--- src/rtl/serial_adder.sv ---
// Multi-cycle adder/subtractor: DIGIT bits per clock, LSB first, through one ripple
// slice of half-adder pairs with the carry held in a register between cycles.
module serial_adder #(
  parameter int WIDTH = 8,
  parameter int DIGIT = 1
) (
  input  logic             clk,
  input  logic             reset,
  input  logic             start,
  input  logic             sub,
  input  logic [WIDTH-1:0] a,
  input  logic [WIDTH-1:0] b,
  output logic             busy,
  output logic             done,
  output logic [WIDTH-1:0] sum,
  output logic             carry_out,
  output logic             overflow,
  output logic [1:0]       dbg_state
);

  localparam int STEPS = (DIGIT > 0) ? WIDTH / DIGIT : 1;
  localparam int CW    = (STEPS > 1) ? $clog2(STEPS) : 1;
  localparam logic [CW-1:0] LAST = CW'(STEPS - 1);

  if (DIGIT < 1 || WIDTH < 2 || (WIDTH % DIGIT) != 0) begin : g_bad_params
    $error("serial_adder: WIDTH must be >= 2 and an integer multiple of DIGIT");
  end

  // Handshake: start is accepted on a rising edge only while the state is IDLE
  // or DONE; busy is high exactly in RUN and done is high exactly in DONE (one cycle).
  typedef enum logic [1:0] {
    S_IDLE = 2'd0,
    S_RUN  = 2'd1,
    S_DONE = 2'd2
  } state_t;

  state_t r_state;
  state_t w_next;

  logic [WIDTH-1:0]       r_a;
  logic [WIDTH-1:0]       r_b;
  logic                   r_carry;
  logic [CW-1:0]          r_cnt;
  logic [WIDTH-1:0]       r_res;
  logic [WIDTH-1:0]       r_sum;
  logic                   r_cout;
  logic                   r_ovf;

  logic                   w_accept;
  logic                   w_last;
  logic [DIGIT-1:0]       w_s;
  logic                   w_cout;
  logic                   w_cin_msb;
  logic [WIDTH+DIGIT-1:0] w_res_wide;
  logic [WIDTH-1:0]       w_res_next;

  function automatic logic [1:0] half_add(input logic x, input logic y);
    return {x & y, x ^ y};
  endfunction

  assign w_accept = start && (r_state == S_IDLE || r_state == S_DONE);
  assign w_last   = (r_cnt == LAST);

  // Full adder per bit = two half adders whose carries are ORed.
  always_comb begin
    logic       c;
    logic [1:0] h1;
    logic [1:0] h2;
    w_s       = '0;
    w_cin_msb = 1'b0;
    c         = r_carry;
    for (int i = 0; i < DIGIT; i++) begin
      h1 = half_add(r_a[i], r_b[i]);
      h2 = half_add(h1[0], c);
      w_s[i] = h2[0];
      if (i == DIGIT - 1) w_cin_msb = c;
      c = h1[1] | h2[1];
    end
    w_cout = c;
  end

  // New digit enters at the top so the first digit ends at the LSB after STEPS shifts.
  assign w_res_wide = {w_s, r_res};
  assign w_res_next = w_res_wide[WIDTH+DIGIT-1:DIGIT];

  always_ff @(posedge clk) begin
    if (reset) r_state <= S_IDLE;
    else       r_state <= w_next;
  end

  always_comb begin
    w_next = r_state;
    case (r_state)
      S_IDLE:  if (w_accept) w_next = S_RUN;
      S_RUN:   if (w_last) w_next = S_DONE;
      S_DONE:  w_next = w_accept ? S_RUN : S_IDLE;
      default: w_next = S_IDLE;
    endcase
  end

  always_ff @(posedge clk) begin
    if (reset) begin
      r_a     <= '0;
      r_b     <= '0;
      r_carry <= 1'b0;
      r_cnt   <= '0;
      r_res   <= '0;
      r_sum   <= '0;
      r_cout  <= 1'b0;
      r_ovf   <= 1'b0;
    end else if (w_accept) begin
      // Subtract as a + ~b + 1: invert B and seed the carry with sub.
      r_a     <= a;
      r_b     <= b ^ {WIDTH{sub}};
      r_carry <= sub;
      r_cnt   <= '0;
    end else if (r_state == S_RUN) begin
      r_a     <= r_a >> DIGIT;
      r_b     <= r_b >> DIGIT;
      r_carry <= w_cout;
      r_cnt   <= r_cnt + CW'(1);
      r_res   <= w_res_next;
      if (w_last) begin
        r_sum  <= w_res_next;
        r_cout <= w_cout;
        r_ovf  <= w_cin_msb ^ w_cout;
      end
    end
  end

  assign busy      = (r_state == S_RUN);
  assign done      = (r_state == S_DONE);
  assign sum       = r_sum;
  assign carry_out = r_cout;
  assign overflow  = r_ovf;
  assign dbg_state = r_state;

endmodule

--- config.mk ---
export PLATFORM = sky130hd
export DESIGN_NAME = serial_adder
export DESIGN_NICKNAME = d
export VERILOG_FILES = /design/src/rtl/serial_adder.sv
export SDC_FILE = /design/constraint.sdc
export NUM_CORES = 1
export LEC_CHECK = 0
export ABC_CLOCK_PERIOD_IN_PS = 1750
export CELL_PAD_IN_SITES_DETAIL_PLACEMENT = 1
export CELL_PAD_IN_SITES_GLOBAL_PLACEMENT = 1
export CORE_MARGIN = 8
export CORE_UTILIZATION = 37
export DETAILED_ROUTE_END_ITERATION = 10
export PLACE_DENSITY_LB_ADDON = 0.12
export SLEW_MARGIN = 0
export SYNTH_ARGS = -nofsm -noshare
export SYNTH_HDL_FRONTEND = slang
export SYNTH_SLANG_ARGS = --single-unit
--- constraint.sdc ---
create_clock -name clk -period 1.75 [get_ports clk]
set_input_delay 0.2625 -clock clk [delete_from_list [all_inputs] [get_ports clk]]
set_output_delay 0.2625 -clock clk [all_outputs]
set_load 0.01 [all_outputs]
# [After elaboration in Yosys (flattened, before gate mapping)]
# Index checks and enable logic that the tools add are counted.
[totals] regBits=40 in_bits=20 out_inout_bits=14 elab_cells=41
[op_classes] addsub=1 n_eq_ne=5 n_mux=10 bitwise=8 reduce_logical=8
[ops] operator="2-to-1 mux 8 bit" n=4
[ops] operator="XOR 8 bit" n=1
[ops] operator="case mux 2 bit (3 select lines)" n=1
[ops] operator="2-to-1 mux 2 bit" n=2
[ops] operator="AND reduction 2 bit" n=2
[ops] operator="adder 3 x 1 -> 3 bit (second input constant)" n=1
[ops] operator="== test 3 bit (second input constant)" n=1
[ops] operator="2-to-1 mux 1 bit" n=3
[ops] operator="AND reduction 3 bit" n=1
[ops] operator="XOR 1 bit" n=3
[ops] operator="AND 1 bit" n=2
[ops] operator="== test 2 x 1 -> 1 bit (second input constant)" n=1
[ops] operator="== test 2 bit (second input constant)" n=1
[ops] operator="logical NOT 2 bit" n=1
[ops] operator="inequality test 2 x 1 -> 1 bit (second input constant)" n=1
[ops] operator="inequality test 2 bit (second input constant)" n=1
[ops] operator="nonzero test 2 bit" n=1
[ops] operator="OR reduction 2 bit" n=1
[ops] operator="logical AND 1 bit" n=1
[ops] operator="logical OR 1 bit" n=1
[ops] operator="NOT 1 bit" n=1
[ops] operator="bitwise OR 1 bit" n=1

# [Logic depth before layout (Yosys ltp)]
# Gate-level depths: netlist (run 1).
[logic_depth] word_depth=5 depth_mapped=6 mapped_depth_nobuf=5

# [Worst setup path after synthesis (run 1)]
# Ideal clock, no wire load.
[synth_timing] kind="reg2reg" startpoint="register r_cnt[0]" endpoint="register r_ovf (netlist: overflow)" setup_ns=0.086 arrival_ns=1.175 required_time_ns=1.664 slack_ns=0.490 path_stages_with_launch=6 n_path_buf=1 synth_period_minus_slack_ns=1.260 path_cell_list="dfxtp_1 ha_1 ha_1 and3b_1 buf_2 a211oi_1"
[synth_between] elab_chain_cells=2
[synth_rtl] item="start, declared" line_no="43" rtl="logic [CW-1:0] r_cnt;"
[synth_rtl] item="start signal, assigned" line_no="121" rtl="r_cnt <= r_cnt + CW'(1);"
[synth_rtl] item="== test 3 bit" line_no="62" rtl="assign w_last = (r_cnt == LAST);"
[synth_rtl] item="AND reduction 3 bit (no line)"
[synth_rtl] item="end signal, assigned" line_no="126" rtl="r_ovf <= w_cin_msb ^ w_cout;"
[synth_rtl] item="end, declared" line_no="47" rtl="logic r_ovf;"
# Every way passes these cells.
# A chain may end at the register's enable or synchronous reset.

# [Final worst setup path (run 1)]
[layout_timing] startpoint="register r_state[1] (netlist: dbg_state[1])" endpoint="output port busy"
[layout_between] elab_chain_cells=1
[layout_rtl] item="start, declared" line_no="37" rtl="state_t r_state;"
[layout_rtl] item="start signal, assigned" line_no="88" rtl="else r_state <= w_next;"
[layout_rtl] item="== test 2 x 1 -> 1 bit" line_no="131" rtl="assign busy = (r_state == S_RUN);"
[layout_rtl] item="end, declared" line_no="13" rtl="output logic busy,"
# Every way passes these cells.

==> summary.txt, run 1 <==
Layout
  – Diodes inserted: 0
  – P&R area growth vs syn: 27.7%
  – Share of layout cells above drive strength 1: 6.91%
  – Fill cell count: 500
  – Nets@finish: 239

Worst setup path
  – WP buf/inv: 2
  – Req. time, crit path: 1490 ps
  – Worst EP arrival: 1380 ps
  – CP Class: reg2out
  – CP max-delay cell: clkdlybuf4s50_1
  – Critical-path cell list: nand2b_4 -> inv_8 -> clkdlybuf4s50_1
  – Crit Path Max Fanout: 5
  – CP Capture Type: output port
  – CP delay by family, top: buffers and inverters
  – Worst setup SP type: register
  – CP peak stage delay: 520 ps

Timing
  – Layout Skew: 1.83 ps
  – RSZ-0062 raised after global routing: false
  – Final Hold Violating Endpoints: 0
  – Setup tns final: 0 ps
  – Slew Limit Fails: 0
  – Fmax: 610 MHz
  – Post-layout minimum cycle time: 1640 ps
  – Period utilization: 93.7%
  – Final setup vio count: 0
  – Final hold slack: 458 ps
  – Slew HR: 67.6%
  – Setup ws final: 111 ps
  – Slew @ Worst Pin: 484 ps

Drt
  – Average vias per placed instance: 5.29
  – Vias: 1424
  – Residual DRC: 0
  – Total Routed Length: 4020 um
  – Routed Antenna Nets: 0
  – DR WL/cell: 15.0 um
  – Initial DRT Pass Iterations: 4
  – 1st-iter DRT viols: 54

Synth
  – Area contributors post-synth: dfxtp_1 48%, nand2_1 9.5%, a21oi_1 6.5%, nor3_1 5.2%, xor2_1 4.3%
  – Number of enable flip-flop cells after synthesis: 0
  – Post-Syn Instances: 186
  – Asr flop ratio synth: 0%
  – Post-synthesis cell area: 1620 sq um
  – Syn Nets: 209
  – Post-synthesis cell type count: 28
  – Yosys Warn Count: 0
  – Top cells by count, synth: 41 x nand2_1, 39 x dfxtp_1, 21 x a21oi_1, 17 x nor3_1, 8 x xor2_1
  – Area leader, netlist: dfxtp_1
  – Share of Yosys cell area claimed by the top area cell type: 48.1%
  – Register area share after synthesis: 48.1%
  – Top-count cell post-synth: nand2_1
  – Seq cells post-synth: 39
  – Average cell area after synthesis: 8.73 sq um
  – Prevailing post-synth register cell: dfxtp_1

Job
  – Max Cap Viol: 0

Power
  – Cell Pwr Density: 873 nW/um^2
  – Peak supply drop: 0.395 mV
  – Internal: 1340 uW
  – P_leak: 0.000731 uW
  – Combinational share of power: 14.5%
  – Final Power: 1810 uW
  – Switching pwr: 471 uW
  – Switch share: 26.0%
  – Register share of total power: 53.1%
  – Clock share of power: 32.5%

Global routing
  – Vias in the first global route: 1474
  – Largest net degree at the start of global routing: 40
  – Overall Global Routing Usage: 13.0%
  – Global-route wire length before repair: 6780 um
  – Gr ovfl total: 0
  – Initial antenna violation count: 0

Die
  – I/O pin count: 34
  – Initial core utilization: 37.8%
  – Row cnt: 24
  – Core Region: 4290 sq um
  – Die Height: 82.3 um
  – Die W: 82.3 um
  – DIE AREA: 6770 sq um

Clock network
  – Clk sinks: 39
  – TritonCTS clock tree: done
  – H-Tree Depth: 2
  – Clk_lat worst skew: 290 ps
  – Hold-fix buffers at CTS: 0
  – CTS max path bufs: 2
  – CTS Buf Count: 5
  – Worst-path clk slew: 70 ps
  – Root Driver: clkbuf_8

Run status
  – Status: complete, no violations

Placed design
  – RePlAce Congestion: 0.705
  – Port bufs: 33
  – Post-Place Setup Slack: 120 ps
  – DP HPWL: 2750 um

Worst hold path
  – Worst hold path type: reg2reg
tightest hold or removal path, cell delays in order, from the launching register on:
cell     delay, ps
dfxtp_1        310
nand2_1         50
a21oi_1         50
layout by cell type (no fill, tap or decap):
cell type	netlist	routed
a21oi_1	21	21
buf_4	2	3
fa_1	1	1
nand3b_1	1	1
o22ai_1	7	7
nor2_1	7	7
nor3_1	17	17
ha_1	2	2
clkdlybuf4s50_1	0	33
clkbuf_8	0	5
nand2b_1	2	1
a211oi_1	1	1
clkbuf_1	2	2
buf_12	0	2
nor2b_1	2	2
dfxtp_1	39	38
dfxtp_2	0	1
nand2b_4	0	1
xnor2_1	2	2
xor2_1	8	8
nor3_2	1	1
nand3_1	5	5
a311oi_1	4	4
nand2_1	41	41
and3b_1	1	1
inv_8	1	1
o21a_1	1	1
clkinv_2	0	1
mux2i_1	3	3
a22oi_1	4	4
registers in the layout (all words and copies together) (netlist names):
register / cells
r_cnt: 3
dbg_state: 2
r_res: 7
carry_out: 1
overflow: 1
sum: 8
r_carry: 1
r_b: 8
r_a: 8
power groups by stage:
stage | Clock, uW | Sequential [uW] | Combinational [uW]
2_1_floorplan | 0 | 973 | 176
3_3_place_gp | 0 | 977 | 255
3_5_place_dp | 0 | 979 | 263
4_1_cts | 605 | 959 | 265
5_1_grt | 655 | 966 | 292
6_report | 587 | 960 | 262
stage by stage:
stage / cells / instance area (sq um) / utilization (%)
floorplan: 186 / 1620 / -
global placement: 261 / 1980 / 46.2
detailed placement: 261 / 1980 / 46.2
CTS: 269 / 2070 / 48.2
global route: 269 / 2070 / 48.3
finish: 269 / 2070 / 48.3
layer usage:
metal  track usage [%]  vias up  routed length [um]
li1                  -      693                   -
met1              13.4      702                1710
met2              23.7       22                2090
met3              4.00        7                 161
met4              5.26        0                  59
met5                 0        -                   0
logic make-up (layout without fill, tap and decap cells):
kind of cell    Yosys count  after routing  synth area share, %
simple gates             77             77                 21.0
flops                    39             39                 48.1
compound gates           38             38                 14.1
buf+inv                  16             47                 6.78
xor+xnor                 10             10                 5.39
fa+ha+maj                 3              3                 2.77
mux                       3              3                 1.85
timing repair:
action / CTS / global route
gates cloned: 0 / 0
gates resized for setup: 2 / 1
setup buffers: 0 / 0
endpoints found under the setup margin: 1 / 1
worst paths after layout:
check / endpoint / cells after the start / slack [ps] / start
worst max-delay path: busy / 3 / 110 / dbg_state[1]
worst min-delay path: sum[5] / 2 / 460 / sum[5]
worst max register to register: overflow / 5 / 290 / r_cnt[0]
worst min register to register: sum[5] / 2 / 460 / sum[5]
cell type report:
cell class,instances,area [sq um],share of cell area [%]
repair buffers,38,393,18.9
clock inverters,1,5.00,0.241
flip-flops and latches,39,782,37.7
inverters,1,11.3,0.543
well taps,52,65.1,3.14
multi-input cells,131,741,35.7
clock buffers,7,76.3,3.68
Power figures use the tool's default switching activity.
==> run 2: changes to the inputs <==
- ABC_AREA: not set -> 1
- CORE_ASPECT_RATIO: not set -> 0.9
- SETUP_SLACK_MARGIN: not set -> 0.4
==> run 2 against run 1 <==
- flip-flop and latch count did not move
- largest cell class is now multi-input gates
- non-clock buffer count rose by 3
- clock power barely moved
- count of clock-buffer cells in the layout did not move
- utilization fell by 0.052 points
- global-route usage rose by 0.45 points
- final cell count rose by 32%
- critical path type unchanged
- power rose by 4.9%
- routed wire length rose by 18%
- die area rose by 9.8%
- clock skew rose by 0.64 ps
==> summary.txt, run 2 <==
Power
  – Peak supply drop: 0.337 mV
  – P_leak: 0.00113 uW
  – Cell Pwr Density: 819 nW/um^2

Timing
  – Final Hold Violating Endpoints: 0
  – Layout Skew: 2.47 ps
  – Setup ws final: 427 ps
  – Slew HR: 83.8%
  – Setup tns final: 0 ps
  – Final setup vio count: 0
  – Slew @ Worst Pin: 242 ps
  – RSZ-0062 raised after global routing: true
  – Post-layout minimum cycle time: 1320 ps
  – Fmax: 756 MHz
  – Slew Limit Fails: 0
  – Period utilization: 75.6%

Worst setup path
  – Worst setup SP type: register
  – Critical-path cell list: buf_6 -> clkdlybuf4s15_2
  – WP buf/inv: 2
  – CP Class: reg2out
  – CP max-delay cell: dfxtp_2
  – Req. time, crit path: 1490 ps
  – Crit Path Max Fanout: 7
  – Worst EP arrival: 1060 ps
  – CP Capture Type: output port
  – CP delay by family, top: buffers and inverters
  – CP peak stage delay: 380 ps

Synth
  – Prevailing post-synth register cell: dfxtp_1
  – Area contributors post-synth: dfxtp_1 43%, nand2_1 11%, nor2_1 9.1%, o21ai_1 6.3%, inv_1 4.9%
  – Top cells by count, synth: 55 x nand2_1, 44 x nor2_1, 39 x dfxtp_1, 24 x inv_1, 23 x o21ai_1
  – Register area share after synthesis: 42.9%
  – Area leader, netlist: dfxtp_1
  – Post-synthesis cell type count: 24
  – Average cell area after synthesis: 7.32 sq um
  – Post-Syn Instances: 249
  – Yosys Warn Count: 0
  – Post-synthesis cell area: 1820 sq um
  – Share of Yosys cell area claimed by the top area cell type: 42.9%
  – Seq cells post-synth: 39
  – Number of enable flip-flop cells after synthesis: 0
  – Top-count cell post-synth: nand2_1
  – Syn Nets: 272
  – Asr flop ratio synth: 0%

Drt
  – Total Routed Length: 4750 um
  – Metal2 WL: 2150 um
  – 1st-iter DRT viols: 41
  – Routed Antenna Nets: 0
  – DR WL/cell: 13.4 um
  – DR top layer: met4
  – Met1 Routed Length: 2380 um
  – Vias: 1654
  – Average vias per placed instance: 4.66
  – Residual DRC: 0
  – Met3 Wirelength: 177 um
  – Initial DRT Pass Iterations: 4

Placed design
  – RePlAce Congestion: 0.732
  – Post-Place Setup Slack: 135 ps
  – DP HPWL: 3360 um
  – Placed cell count: 342
  – Port bufs: 33

Clock network
  – Hold-fix buffers at CTS: 0
  – H-Tree Depth: 2
  – Clk sinks: 39
  – TritonCTS clock tree: done
  – CTS max path bufs: 2
  – Worst-path clk slew: 70 ps
  – CTS Buf Count: 5
  – Root Driver: clkbuf_8
  – Clk_lat worst skew: 290 ps

Global routing
  – Initial antenna violation count: 0
  – Vias in the first global route: 1649
  – Gr ovfl total: 0
  – Global-route wire length before repair: 7980 um
  – Overall Global Routing Usage: 13.4%
  – Largest net degree at the start of global routing: 24

Layout
  – P&R area growth vs syn: 27.2%
  – Commonest non-fill, non-tap cells in the layout: 55 x nand2_1, 43 x nor2_1, 35 x dfxtp_1
  – Most common cell after layout, fill and taps aside: nand2_1
  – Fill cell count: 617
  – Footprint of the multi-input gates: 862 sq um
  – Nets@finish: 312
  – Reg area: 786 sq um
  – Diodes inserted: 0
  – Fin cells: 355
  – Share of layout cells above drive strength 1: 14.1%

Die
  – Initial core utilization: 37.9%
  – Die Height: 82.6 um
  – Core Region: 4800 sq um
  – I/O pin count: 34
  – Die W: 90.0 um
  – Row cnt: 24
  – DIE AREA: 7430 sq um

Worst hold path
  – Worst hold path type: reg2reg

Run status
  – Status: complete, no violations

Job
  – Max Cap Viol: 0
-- run 2: cell count changes in the layout (fill, tap and decap cells not counted), moves of 7 or more --
cell	previous run	this run
nand2_1	41	55
clkdlybuf4s50_1	33	19
o21ai_1	0	23
nor2_1	7	43
nor3_1	17	0
nand3_1	5	16
o22ai_1	7	0
dlygate4sd2_1	0	11
inv_1	0	23
-- run 2: per-layer routing --
layer / GRT usage [%] / vias to the layer above
met2: 22.4 / 28
met4: 4.48 / 0
met3: 3.79 / 5
met1: 16.6 / 756
met5: 0 / -
li1: - / 865
-- run 2: kinds of logic (layout without fill, tap and decap cells) --
group	Yosys count	count (layout)	share of synthesized area, %
flip-flops	39	39	42.9
buffers and inverters	40	79	11.1
adder cells (fa/ha/maj)	3	3	2.47
AND/OR/NAND/NOR	123	125	30.6
XOR/XNOR	2	2	0.962
AO/OA/AOI/OAI	42	42	12.1
-- run 2: timing repair --
item / 4_1_cts / 5_1_grt
setup endpoints to repair: 24 / 22
resized for setup: 21 / 9
setup buffers: 0 / 3
cloned: 1 / 1
pin swaps: 1 / 2
-- run 2: cell type report --
type	instances	share of cell area, %
Inverter	30	5.29
Multi-Input combinational cell	172	37.2
Clock inverter	1	0.216
Clock buffer	7	3.29
Timing Repair Buffer	41	16.6
Tap cell	65	3.51
Sequential cell	39	33.9
-- run 2: worst paths after layout --
path | startpoint | endpoint | slack [ps] | depth (start not counted)
setup / recovery | dbg_state[0] | dbg_state[0] | 430 | 2
hold / removal | r_a[3] | r_a[3] | 470 | 2
setup reg to reg | r_a[0] | overflow | 490 | 4
hold reg to reg | r_a[3] | r_a[3] | 470 | 2
-- run 2: tightest hold or removal path: stages (launching register included) --
cell	delay, ps
dfxtp_1	320
nand2_1	60
a21oi_1	50
-- run 2: through the flow --
| stage | utilization [%] | area (sq um) | power (uW) | hold slack, ps |
|---|---|---|---|---|
| final | 48.2 | 2320 | 1900 | 468 |
| after global routing | 48.2 | 2320 | 2000 | 492 |
| after CTS | 47.6 | 2280 | 1910 | 473 |
| after detailed placement | 45.8 | 2200 | 1320 | 462 |
| after global placement | 45.8 | 2200 | 1310 | 452 |
| after floorplan | - | 1820 | 1220 | 397 |
-- run 2: where the power goes --
part	internal, uW	total, uW	leakage (uW)	switching [uW]
Clock	280	586	0.0000422	306
Sequential	943	977	0.000321	34.4
Combinational	144	335	0.000765	191
Total	1370	1900	0.00113	531
==> run 3: changes to the inputs <==
- ABC_CLOCK_PERIOD_IN_PS: 1750 -> 1100
- CORE_UTILIZATION: 37 -> 33
- clock period: 1.75 -> 1.1 ns (I/O delays scaled with it)
==> run 3 against run 2 <==
- the flow now finishes with violations (negative setup slack)
- die area increased by 9.8%
- global-route usage increased by 0.13 points
- count of clock-buffer cells in the layout decreased by 2
- clock skew increased by 14 ps
- register-to-register slack got worse by 670 ps
- first-iteration DRC count decreased by 29%
- combinational power increased by 130%
- clock power increased by 110%
- power increased by 87%
- largest power group unchanged
==> summary.txt, run 3 (synthesis gave the netlist of run 2 again) <==
Drt
  – Met1 Routed Length: 2490 um
  – Total Routed Length: 5350 um
  – Vias: 1793
  – Routed Antenna Nets: 0
  – Initial DRT Pass Iterations: 4
  – DR top layer: met4
  – DR WL/cell: 14.1 um
  – Average vias per placed instance: 4.73
  – Residual DRC: 0
  – Met3 Wirelength: 208 um
  – 1st-iter DRT viols: 29
  – Metal2 WL: 2570 um

Global routing
  – Vias in the first global route: 1866
  – Largest net degree at the start of global routing: 29
  – Global-route wire length before repair: 8720 um
  – Initial antenna violation count: 0
  – Gr ovfl total: 0
  – Overall Global Routing Usage: 13.6%

Timing
  – Period utilization: 117%
  – Final Hold Violating Endpoints: 0
  – Slew Limit Fails: 0
  – Post-layout minimum cycle time: 1280 ps
  – Fmax: 779 MHz
  – Final setup vio count: 43
  – Layout Skew: 16.9 ps
  – Slew HR: 67.2%
  – Setup ws final: -184 ps
  – Slew @ Worst Pin: 492 ps
  – Setup tns final: -4710 ps
  – RSZ-0062 raised after global routing: true

Power
  – Peak supply drop: 0.671 mV
  – Final Power: 3550 uW
  – P_leak: 0.00133 uW
  – Cell Pwr Density: 1230 nW/um^2

Worst setup path
  – CP Class: reg2reg
  – Crit Path Max Fanout: 6
  – Req. time, crit path: 1280 ps
  – Worst EP arrival: 1470 ps
  – CP Launch Point: dbg_state[1]
  – Worst setup SP type: register
  – Flop-to-flop setup slack: -180 ps
  – CP Capture Type: register
  – R2R Path Start: dbg_state[1]

Die
  – Die Height: 86.5 um
  – Core Region: 5290 sq um
  – DIE AREA: 8160 sq um
  – Initial core utilization: 34.5%
  – I/O pin count: 34
  – Row cnt: 25
  – Die W: 94.3 um

Placed design
  – Port bufs: 33
  – RePlAce Congestion: 0.748
  – Placed cell count: 359
  – DP HPWL: 3510 um

Clock network
  – CTS Buf Count: 5
  – Worst-path clk slew: 90 ps
  – CTS max path bufs: 2
  – TritonCTS clock tree: done
  – H-Tree Depth: 2
  – Hold-fix buffers at CTS: 0
  – Clk sinks: 39
  – Clk_lat worst skew: 300 ps
  – Root Driver: clkbuf_8

Layout
  – P&R area growth vs syn: 59.0%
  – Diodes inserted: 0
  – Commonest non-fill, non-tap cells in the layout: 43 x nand2_1, 40 x nor2_1, 23 x inv_1, 23 x o21ai_1
  – Most common cell after layout, fill and taps aside: nand2_1
  – Share of layout cells above drive strength 1: 39.7%
  – Nets@finish: 334
  – Fin cells: 379

Worst hold path
  – Worst hold path type: reg2reg
  – Hold_sp: r_a[1]

Run status
  – Status: complete, but fails checks
  – Failing checks: negative setup slack

Job
  – Max Cap Viol: 0
-- run 3: final cells by class --
type / count / area (sq um)
Inverter: 30 / 140
Multi-Input combinational cell: 170 / 1050
Clock inverter: 3 / 43.8
Clock buffer: 5 / 68.8
Sequential cell: 39 / 807
Fill cell: 650 / 2390
Tap cell: 67 / 83.8
Timing Repair Buffer: 65 / 698
-- run 3: worst paths after layout --
path,endpoint,cells past startpoint
min,r_a[1],2
min reg2reg,r_a[1],2
max,r_b[4],9
max reg2reg,r_b[4],9
-- run 3: timing repair --
item | 4_1_cts | 5_1_grt
pin swaps | 9 | 11
gates cloned | 0 | 1
setup buffers | 9 | 2
resized for setup | 100 | 36
endpoints found under the setup margin | 53 | 53
-- run 3: where the power goes --
part	leakage (uW)	total, uW	internal [uW]	switching (uW)
Clock	0.0000581	1230	676	551
Sequential	0.000328	1560	1500	64.1
Combinational	0.000944	764	363	400
-- run 3: routing by layer --
layer,up-vias,GRT usage (%)
li1,910,-
met1,844,16.2
met3,9,3.37
met5,-,0
met2,30,22.7
met4,0,5.18
-- run 3: worst max-delay path, cell delays in order (launching register included) --
cell and delay [ps]:
dfxtp_4 350, buf_6 130, inv_4 50, buf_6 100, nand2_8 90, buf_6 150
o21ai_4 130, nand2_1 70, inv_1 60, nor2_1 40
-- run 3: stage by stage --
| step | utilization [%] | hold slack, ps | worst slack, ps | instance area, sq um |
|---|---|---|---|---|
| after detailed placement | 45.4 | 463 | -308 | 2400 |
| after global routing | 54.8 | 488 | -237 | 2900 |
| after global placement | 45.4 | 453 | -284 | 2400 |
| final | 54.8 | 469 | -184 | 2900 |
| after floorplan | - | 300 | 16.8 | 1900 |
| after CTS | 51.3 | 442 | -160 | 2710 |
